<file path="config.mk">
export PLATFORM = sky130hd
export DESIGN_NAME = hazard_ctrl
export DESIGN_NICKNAME = d
export VERILOG_FILES = /design/src/rtl/hazard_ctrl_pkg.sv /design/src/rtl/hazard_mdu_timer.sv /design/src/rtl/hazard_ctrl.sv
export SDC_FILE = /design/constraint.sdc
export NUM_CORES = 1
export LEC_CHECK = 0
export ABC_AREA = 0
export CELL_PAD_IN_SITES_DETAIL_PLACEMENT = 0
export CELL_PAD_IN_SITES_GLOBAL_PLACEMENT = 2
export CORE_MARGIN = 8
export CORE_UTILIZATION = 21
export DETAILED_ROUTE_END_ITERATION = 16
export GPL_ROUTABILITY_DRIVEN = 0
export PLACE_DENSITY_LB_ADDON = 0.1
export SLEW_MARGIN = 20
export SYNTH_ARGS = -nofsm -noshare
export SYNTH_HDL_FRONTEND = slang
export SYNTH_SLANG_ARGS = --single-unit
export TNS_END_PERCENT = 5
</file>
<file path="constraint.sdc">
create_clock -name clk -period 4.1 [get_ports clk]
set_input_delay 1.025 -clock clk [delete_from_list [all_inputs] [get_ports clk]]
set_output_delay 1.025 -clock clk [all_outputs]
set_load 0.05 [all_outputs]
</file>
<file path="src/rtl/hazard_ctrl_pkg.sv">
// Shared definitions for the pipeline hazard sequencer and the mul/div unit.
// Holds the MDU state encoding, the hard-wired zero register index and the
// default MDU latency / countdown width used by both sides.
package hazard_ctrl_pkg;

  // MDU occupancy state
  typedef enum logic {
    ST_IDLE = 1'b0,
    ST_BUSY = 1'b1
  } mdu_state_t;

  // $zero never creates a load-use dependency
  localparam logic [4:0] REG_ZERO = 5'd0;

  // Issue-to-HI/LO-valid latency of the mul/div unit, and a countdown wide enough for it
  localparam int unsigned MDU_LAT_DEF = 32;
  localparam int unsigned CNT_W_DEF   = 6;

endpackage

</file>
<file path="src/rtl/hazard_mdu_timer.sv">
// MDU occupancy timer: tracks how long a mult/div stays in flight.
// A load in IDLE starts a countdown of MDU_LAT-1 busy cycles; HI/LO are
// readable in the first cycle the timer is back in IDLE. Loads while busy
// are ignored (the caller never issues while busy).
// Ports:
//   clk    in  core clock, rising edge
//   rst_n  in  synchronous reset, active-low
//   load   in  mult/div accepted this cycle
//   busy   out countdown active (registered state)
module hazard_mdu_timer
  import hazard_ctrl_pkg::*;
#(
  parameter int unsigned MDU_LAT = MDU_LAT_DEF,
  parameter int unsigned CNT_W   = CNT_W_DEF
) (
  input  logic clk,
  input  logic rst_n,
  input  logic load,
  output logic busy
);

  localparam logic [CNT_W-1:0] LOAD_VAL = CNT_W'(MDU_LAT - 1);
  localparam logic [CNT_W-1:0] LAST_VAL = CNT_W'(1);

  mdu_state_t       state;
  mdu_state_t       state_nxt;
  logic [CNT_W-1:0] count;
  logic [CNT_W-1:0] count_nxt;

  // State and countdown registers
  always_ff @(posedge clk) begin
    if (!rst_n) begin
      state <= ST_IDLE;
      count <= '0;
    end else begin
      state <= state_nxt;
      count <= count_nxt;
    end
  end

  // Next-state: load on issue, count down while busy, release after the last busy cycle
  always_comb begin
    state_nxt = state;
    count_nxt = count;
    case (state)
      ST_IDLE: begin
        if (load) begin
          state_nxt = ST_BUSY;
          count_nxt = LOAD_VAL;
        end
      end
      ST_BUSY: begin
        count_nxt = count - CNT_W'(1);
        if (count == LAST_VAL) begin
          state_nxt = ST_IDLE;
        end
      end
    endcase
  end

  assign busy = (state == ST_BUSY);

endmodule

</file>
<file path="src/rtl/hazard_ctrl.sv">
// Pipeline sequencer for the 5-stage MIPS core.
// Detects load-use and HI/LO hazards in ID, applies taken-branch flushes
// resolved in MEM, and tracks mult/div occupancy through hazard_mdu_timer.
// Stall/flush strobes are combinational from MDU state and inputs so they
// act in the same cycle.
// Optional build macro HAZARD_PERF_EN adds perf_stall_cnt / perf_flush_cnt.
// Ports:
//   clk, rst_n                 clock, synchronous active-low reset
//   id_rs, id_rt               source fields of the ID instruction
//   id_uses_rs, id_uses_rt     ID instruction reads rs / rt
//   id_uses_hilo               ID instruction is mfhi/mflo
//   id_mdu_start               ID instruction is mult/div
//   ex_memread, ex_rt          load in EX and its destination
//   mem_br_taken               branch in MEM resolved taken
//   pc_write, ifid_write       PC / IF-ID update enables
//   ifid_flush, idex_flush,
//   exmem_flush                per-stage bubble strobes
//   mdu_busy                   MDU countdown active
//   mdu_issue                  mult/div accepted this cycle
//   perf_stall_cnt/flush_cnt   (HAZARD_PERF_EN) stall and flush cycle counters
module hazard_ctrl
  import hazard_ctrl_pkg::*;
#(
  parameter int unsigned MDU_LAT = MDU_LAT_DEF,
  parameter int unsigned CNT_W   = CNT_W_DEF
) (
  input  logic        clk,
  input  logic        rst_n,
  input  logic [4:0]  id_rs,
  input  logic [4:0]  id_rt,
  input  logic        id_uses_rs,
  input  logic        id_uses_rt,
  input  logic        id_uses_hilo,
  input  logic        id_mdu_start,
  input  logic        ex_memread,
  input  logic [4:0]  ex_rt,
  input  logic        mem_br_taken,
  output logic        pc_write,
  output logic        ifid_write,
  output logic        ifid_flush,
  output logic        idex_flush,
  output logic        exmem_flush,
  output logic        mdu_busy,
  output logic        mdu_issue
`ifdef HAZARD_PERF_EN
  ,
  output logic [31:0] perf_stall_cnt,
  output logic [31:0] perf_flush_cnt
`endif
);

  logic load_use;
  logic hilo_haz;
  logic stall;

  // Load in EX whose destination feeds a source actually read in ID
  assign load_use = ex_memread && (ex_rt != REG_ZERO) &&
                    ((id_uses_rs && (id_rs == ex_rt)) ||
                     (id_uses_rt && (id_rt == ex_rt)));

  // HI/LO readers and further mult/div wait for the running operation
  assign hilo_haz = mdu_busy && (id_uses_hilo || id_mdu_start);
  assign stall    = load_use || hilo_haz;

  // A flushed ID instruction cannot stall or start the MDU
  assign mdu_issue = id_mdu_start && !stall && !mem_br_taken;

  // Pipeline-register controls; taken branch overrides any stall
  always_comb begin
    pc_write    = 1'b1;
    ifid_write  = 1'b1;
    ifid_flush  = 1'b0;
    idex_flush  = 1'b0;
    exmem_flush = 1'b0;
    if (mem_br_taken) begin
      ifid_flush  = 1'b1;
      idex_flush  = 1'b1;
      exmem_flush = 1'b1;
    end else if (stall) begin
      pc_write   = 1'b0;
      ifid_write = 1'b0;
      idex_flush = 1'b1;
    end
  end

  hazard_mdu_timer #(
    .MDU_LAT (MDU_LAT),
    .CNT_W   (CNT_W)
  ) u_mdu_timer (
    .clk   (clk),
    .rst_n (rst_n),
    .load  (mdu_issue),
    .busy  (mdu_busy)
  );

`ifdef HAZARD_PERF_EN
  // Free-running wrap-around event counters
  always_ff @(posedge clk) begin
    if (!rst_n) begin
      perf_stall_cnt <= '0;
      perf_flush_cnt <= '0;
    end else begin
      if (stall && !mem_br_taken) begin
        perf_stall_cnt <= perf_stall_cnt + 32'(1);
      end
      if (mem_br_taken) begin
        perf_flush_cnt <= perf_flush_cnt + 32'(1);
      end
    end
  end
`endif

endmodule

</file>
; ---- Yosys cells after proc, flatten, opt, wreduce, memory -nomap -nowiden
; Cells that the tools add are included.
[totals]
word_cells = 31
reg_bits = 7
out_inout_bits = 7
input_bits = 23
[op_classes]
bitwise = 1
add_sub_neg = 1
n_reduce_logical = 13
muxes = 10
eq_ne = 4
[ops]
columns = operator, count
row1 = one-hot mux 6 bit (2 select lines), 1
row2 = equality test 5 bit, 2
row3 = logical AND 1 bit, 7
row4 = two-way mux 1 bit, 7
row5 = equality test 6 x 1 -> 1 bit (second input constant), 1
row6 = two-way mux 6 bit, 1
row7 = subtractor 6 x 1 -> 6 bit (second input constant), 1
row8 = nonzero test 5 bit, 1
row9 = logical OR 1 bit, 3
row10 = logical NOT 1 bit, 2
row11 = inequality test 2 bit (second input constant), 1
row12 = one-hot mux 1 bit (2 select lines), 1
row13 = inverter 1 bit, 1

; ---- Logic depth before layout (Yosys ltp)
[logic_depth]
word_depth = 10
mapped_depth = 6
ltp_nobuf = 5

; ---- Modules after synthesis
; From an unflattened synthesis, not the netlist that was laid out.
[unflattened]
hier_cells = 65
hier_area_um2 = 565.5
[by_module_without_submodules]
columns = mod, cells_each, n_inst, area_each_um2, seq_area_each_um2
row1 = hazard_mdu_timer, 37, 1, 357.8, 140.1
row2 = hazard_ctrl, 28, 1, 207.7, 0.0

; ---- Worst setup path after synthesis
; OpenSTA, ideal clock, no wires.
[synth_timing]
path_type = input-to-output
startpoint = in ex_rt[1]
endpoint = out mdu_issue
path_buffers = 0
arrival_time_ns = 2.982
required_ns = 3.075
stages = 4
setup_slack_ns = 0.093
path_cell_list = or4_1 > o21ai_2 > inv_1 > a211oi_1
[synth_via]
elab_chain_len = 8
elab_cells_between_ends = 12
cone_classes = eq/ne: 2 / reduce/logical: 10
[synth_lines]
columns = element, line
row1 = start: declaration, hazard_ctrl.sv:36  ; input logic [4:0] ex_rt,
row2 = "equality test 5 bit, on equally long branches", "hazard_ctrl.sv:58, hazard_ctrl.sv:59"
row3 = "logical AND 1 bit, on equally long branches", "hazard_ctrl.sv:58, hazard_ctrl.sv:59"
row4 = logical OR 1 bit, hazard_ctrl.sv:58  ; ((id_uses_rs && (id_rs == ex_rt)) ||
row5 = logical AND 1 bit (*), hazard_ctrl.sv:57  ; assign load_use = ex_memread && (ex_rt != REG_ZERO) &&
row6 = logical OR 1 bit (*), hazard_ctrl.sv:63  ; assign stall = load_use || hilo_haz;
row7 = logical NOT 1 bit (*), hazard_ctrl.sv:66  ; assign mdu_issue = id_mdu_start && !stall && !mem_br_taken;
row8 = logical AND 1 bit (*) (2 in a row), hazard_ctrl.sv:66
row9 = end: declaration, hazard_ctrl.sv:44  ; output logic mdu_issue
; Mark *: on every way between the ends. The rest lies on a longest branch, timed or not.

; ---- Worst setup path after layout
[layout_timing]
startpoint = in ex_rt[2]
endpoint = out mdu_issue
; Same word-level chain as after synthesis.

==> run metrics <==
HP Class reg -> reg; Post-Syn Instances 70; DRC 0; Worst slew margin 0.6683; DR iter-0 viols 11; simple-gate share of the synthesized area 0.1921; FFs w/ async S/R, synth 0; final setup fails 0; xor and xnor area share after synthesis 0.1681; Avg Cell Area, Syn 8.186 sq um; htree depth 1; IO buf count 29; Congestion Overflow GR 0; vias per cell 4.565; initial core utilization 0.2152; multiplexer share of the synthesized area 0.01965; Slowest cell on crit path or4_1; Seq/Total Area, Yosys 0.2445; final count of pins violating max slew 0; crit share post-route 0.9307; synthesized net count 95; final setup TNS 0 ns; Clock Sinks 7; worst hold endpoint u_mdu_timer.count[5]$_SDFFE_PN0P_; RSZ-0062 raised after global routing no; # IOs 30; FILL cells 295; CTS hold repair buffers 0; Worst R2R Setup Slack 2.48 ns; Seq cells post-synth 7; Reg area 140.1 sq um; Leakage 0.3630 nW; Rows 19; Yosys warning total 0; crit end category primary output; Reg2Reg Depth 3; maximum clock frequency between 200 and 300 MHz; Max Cap Viol 0; crit path DAT 2.79 ns; clk buf depth 2; Total Routed Length 1641 um; die extent in y 68.24 um; DIE AREA 4656 sq um; first-pass GRT wire length 2739 um; DR vias 598; Mapped Area about 570 sq um; Worst-Skew Late Latency 0.25 ns; CTS tree yes; worst setup path category in -> out; postcts setup bufs 0; post-route minimum period about 3.8 ns; DP Worst Slack 0.2631 ns; total global-route track usage 0.07641; cell family with most CP delay buffers and inverters; Syn-to-layout area delta 65.72%; CP Buf/Inv Count 4; largest net degree at the start of global routing 11; status finished clean; Synth Area in Adders 0.04367; Worst-path clk slew 0.05 ns; crit path max fanout 3; Post-synth EDFFs 0; number of antenna diodes 0; clock root cell clkbuf_4; Final Hold Fails 0; Worst Skew 0.004707 ns; CP peak stage delay roughly 0.57 ns; clock buffer count from CTS 3; RR Endpoint u_mdu_timer.busy$_SDFF_PN0_; R2R Path Start u_mdu_timer.busy$_SDFF_PN0_; initial antenna violation count 0; worst min-delay path startpoint u_mdu_timer.count[5]$_SDFFE_PN0P_; chip width between 60 and 70 um; VDD IR max 0.1945 mV; post-CTS sizing 0; largest family of logic cells by synthesized area compound AO/OA/AOI/OAI gates; Initial DRT Pass Iterations 5; Worst Path Required just over 3 ns; layout cells sized above 1 0.1600; pwr dens 263.4 nW/um^2; Final WS setup roughly 0.28 ns; area fraction in compound gates after synthesis 0.2336; Primary FF master, synth dfxtp_1; post-synthesis cell type count 32; vias in the first global route a little under 600; detailed-route wire length per cell about 13 um; detailed placement HPWL 1424 um; core area approximately 2700 sq um; # nets final 126; ANT nets after route 0; Setup crit start kind input pin; Least-Margin Pin Slew 0.4959 ns; crit path cell chain clkdlybuf4s50_1, or4_1, o21ai_2, inv_1, a211oi_1, buf_4, buf_12; hold path cells 2; multi-input logic area roughly 380 sq um
## worst min-delay path, cell delays in order (launching register included)
cell and delay [ns]:
dfxtp_1 0.33, nand3_1 0.08, a21oi_1 0.06
## worst max-delay path by stage
stage                     startpoint   endpoint  slack [ns]  cells past startpoint
after global routing        ex_rt[2]  mdu_issue        0.18                      7
after CTS                   ex_rt[2]  mdu_issue        0.27                      7
final                       ex_rt[2]  mdu_issue        0.28                      7
after detailed placement    ex_rt[2]  mdu_issue        0.26                      7
after global placement      ex_rt[2]  mdu_issue        0.28                      7
after floorplan             ex_rt[1]  mdu_issue        0.09                      4
## power breakdown
group / leakage, nW / switching (mW) / internal, mW
clock: 0.0150 / 0.0245 / 0.0371
combinational: 0.290 / 0.0470 / 0.0554
sequential: 0.0580 / 0.0101 / 0.0762
## cells by family after synthesis
| family | count (synthesis) |
|---|---|
| adder cells (fa/ha/maj) | 2 |
| flip-flops | 7 |
| XOR/XNOR | 11 |
| buffers and inverters | 11 |
| AO/OA/AOI/OAI | 18 |
| multiplexers | 1 |
| AND/OR/NAND/NOR | 20 |
## cells in the final DEF, fill, tap and decap left out, drive strengths merged
master         instances
clkdlybuf4s50         25
xnor2                 10
nand2                  7
dfxtp                  7
inv                    6
buf                    6
a21oi                  5
clkbuf                 4
o21ai                  3
nand4                  2
a211oi                 2
nor4                   2
ha                     2
nor2                   2
a31o                   2
or4                    1
o22ai                  1
nand2b                 1
nand3b                 1
a21o                   1
or4b                   1
and2                   1
and3                   1
nand3                  1
mux2                   1
o221a                  1
xor2                   1
o21a                   1
o211a                  1
a2111oi                1
## cells in the mapped netlist (2+ instances only)
master,n,area share
buf_4,4,0.052
nand2_1,7,0.046
nor4_1,2,0.022
dfxtp_1,7,0.24
o21ai_0,2,0.017
a211oi_1,2,0.026
nand4_1,2,0.022
ha_1,2,0.044
a21oi_1,5,0.044
xnor2_1,10,0.15
inv_1,6,0.039
## area by class of cell
| type | instances | area share |
|---|---|---|
| Clock buffer | 4 | 0.02767 |
| Inverter | 6 | 0.02372 |
| Multi-Input combinational cell | 52 | 0.3966 |
| Sequential cell | 7 | 0.1476 |
| Tap cell | 31 | 0.04084 |
| Timing Repair Buffer | 31 | 0.3636 |
## through the flow
stage / hold WS [ns] / cell area (sq um) / util / total power, mW / instances
after detailed placement: 0.5075 / 923.4 / 0.3468 / 0.1907 / 127
final: 0.5207 / 949.7 / 0.3567 / 0.2502 / 131
after CTS: 0.5167 / 949.7 / 0.3567 / 0.2557 / 131
after floorplan: 0.4567 / 573.1 / - / 0.1441 / 70
after global routing: 0.5589 / 949.7 / 0.3567 / 0.2702 / 131
after global placement: 0.4907 / 923.4 / 0.3468 / 0.1915 / 127
## flip-flops by register name, summed over array words and instances (netlist names)
signal             count
u_mdu_timer.count      6
u_mdu_timer.busy       1
## metal layers
| metal | global-route usage | routed length [um] | vias up |
|---|---|---|---|
| met2 | 0.1278 | 777 | 18 |
| met5 | 0 | 0 | - |
| li1 | - | - | 306 |
| met4 | 0 | 0 | 0 |
| met3 | 0.05074 | 168 | 0 |
| met1 | 0.08435 | 695 | 274 |
Power figures use the tool's default switching activity.
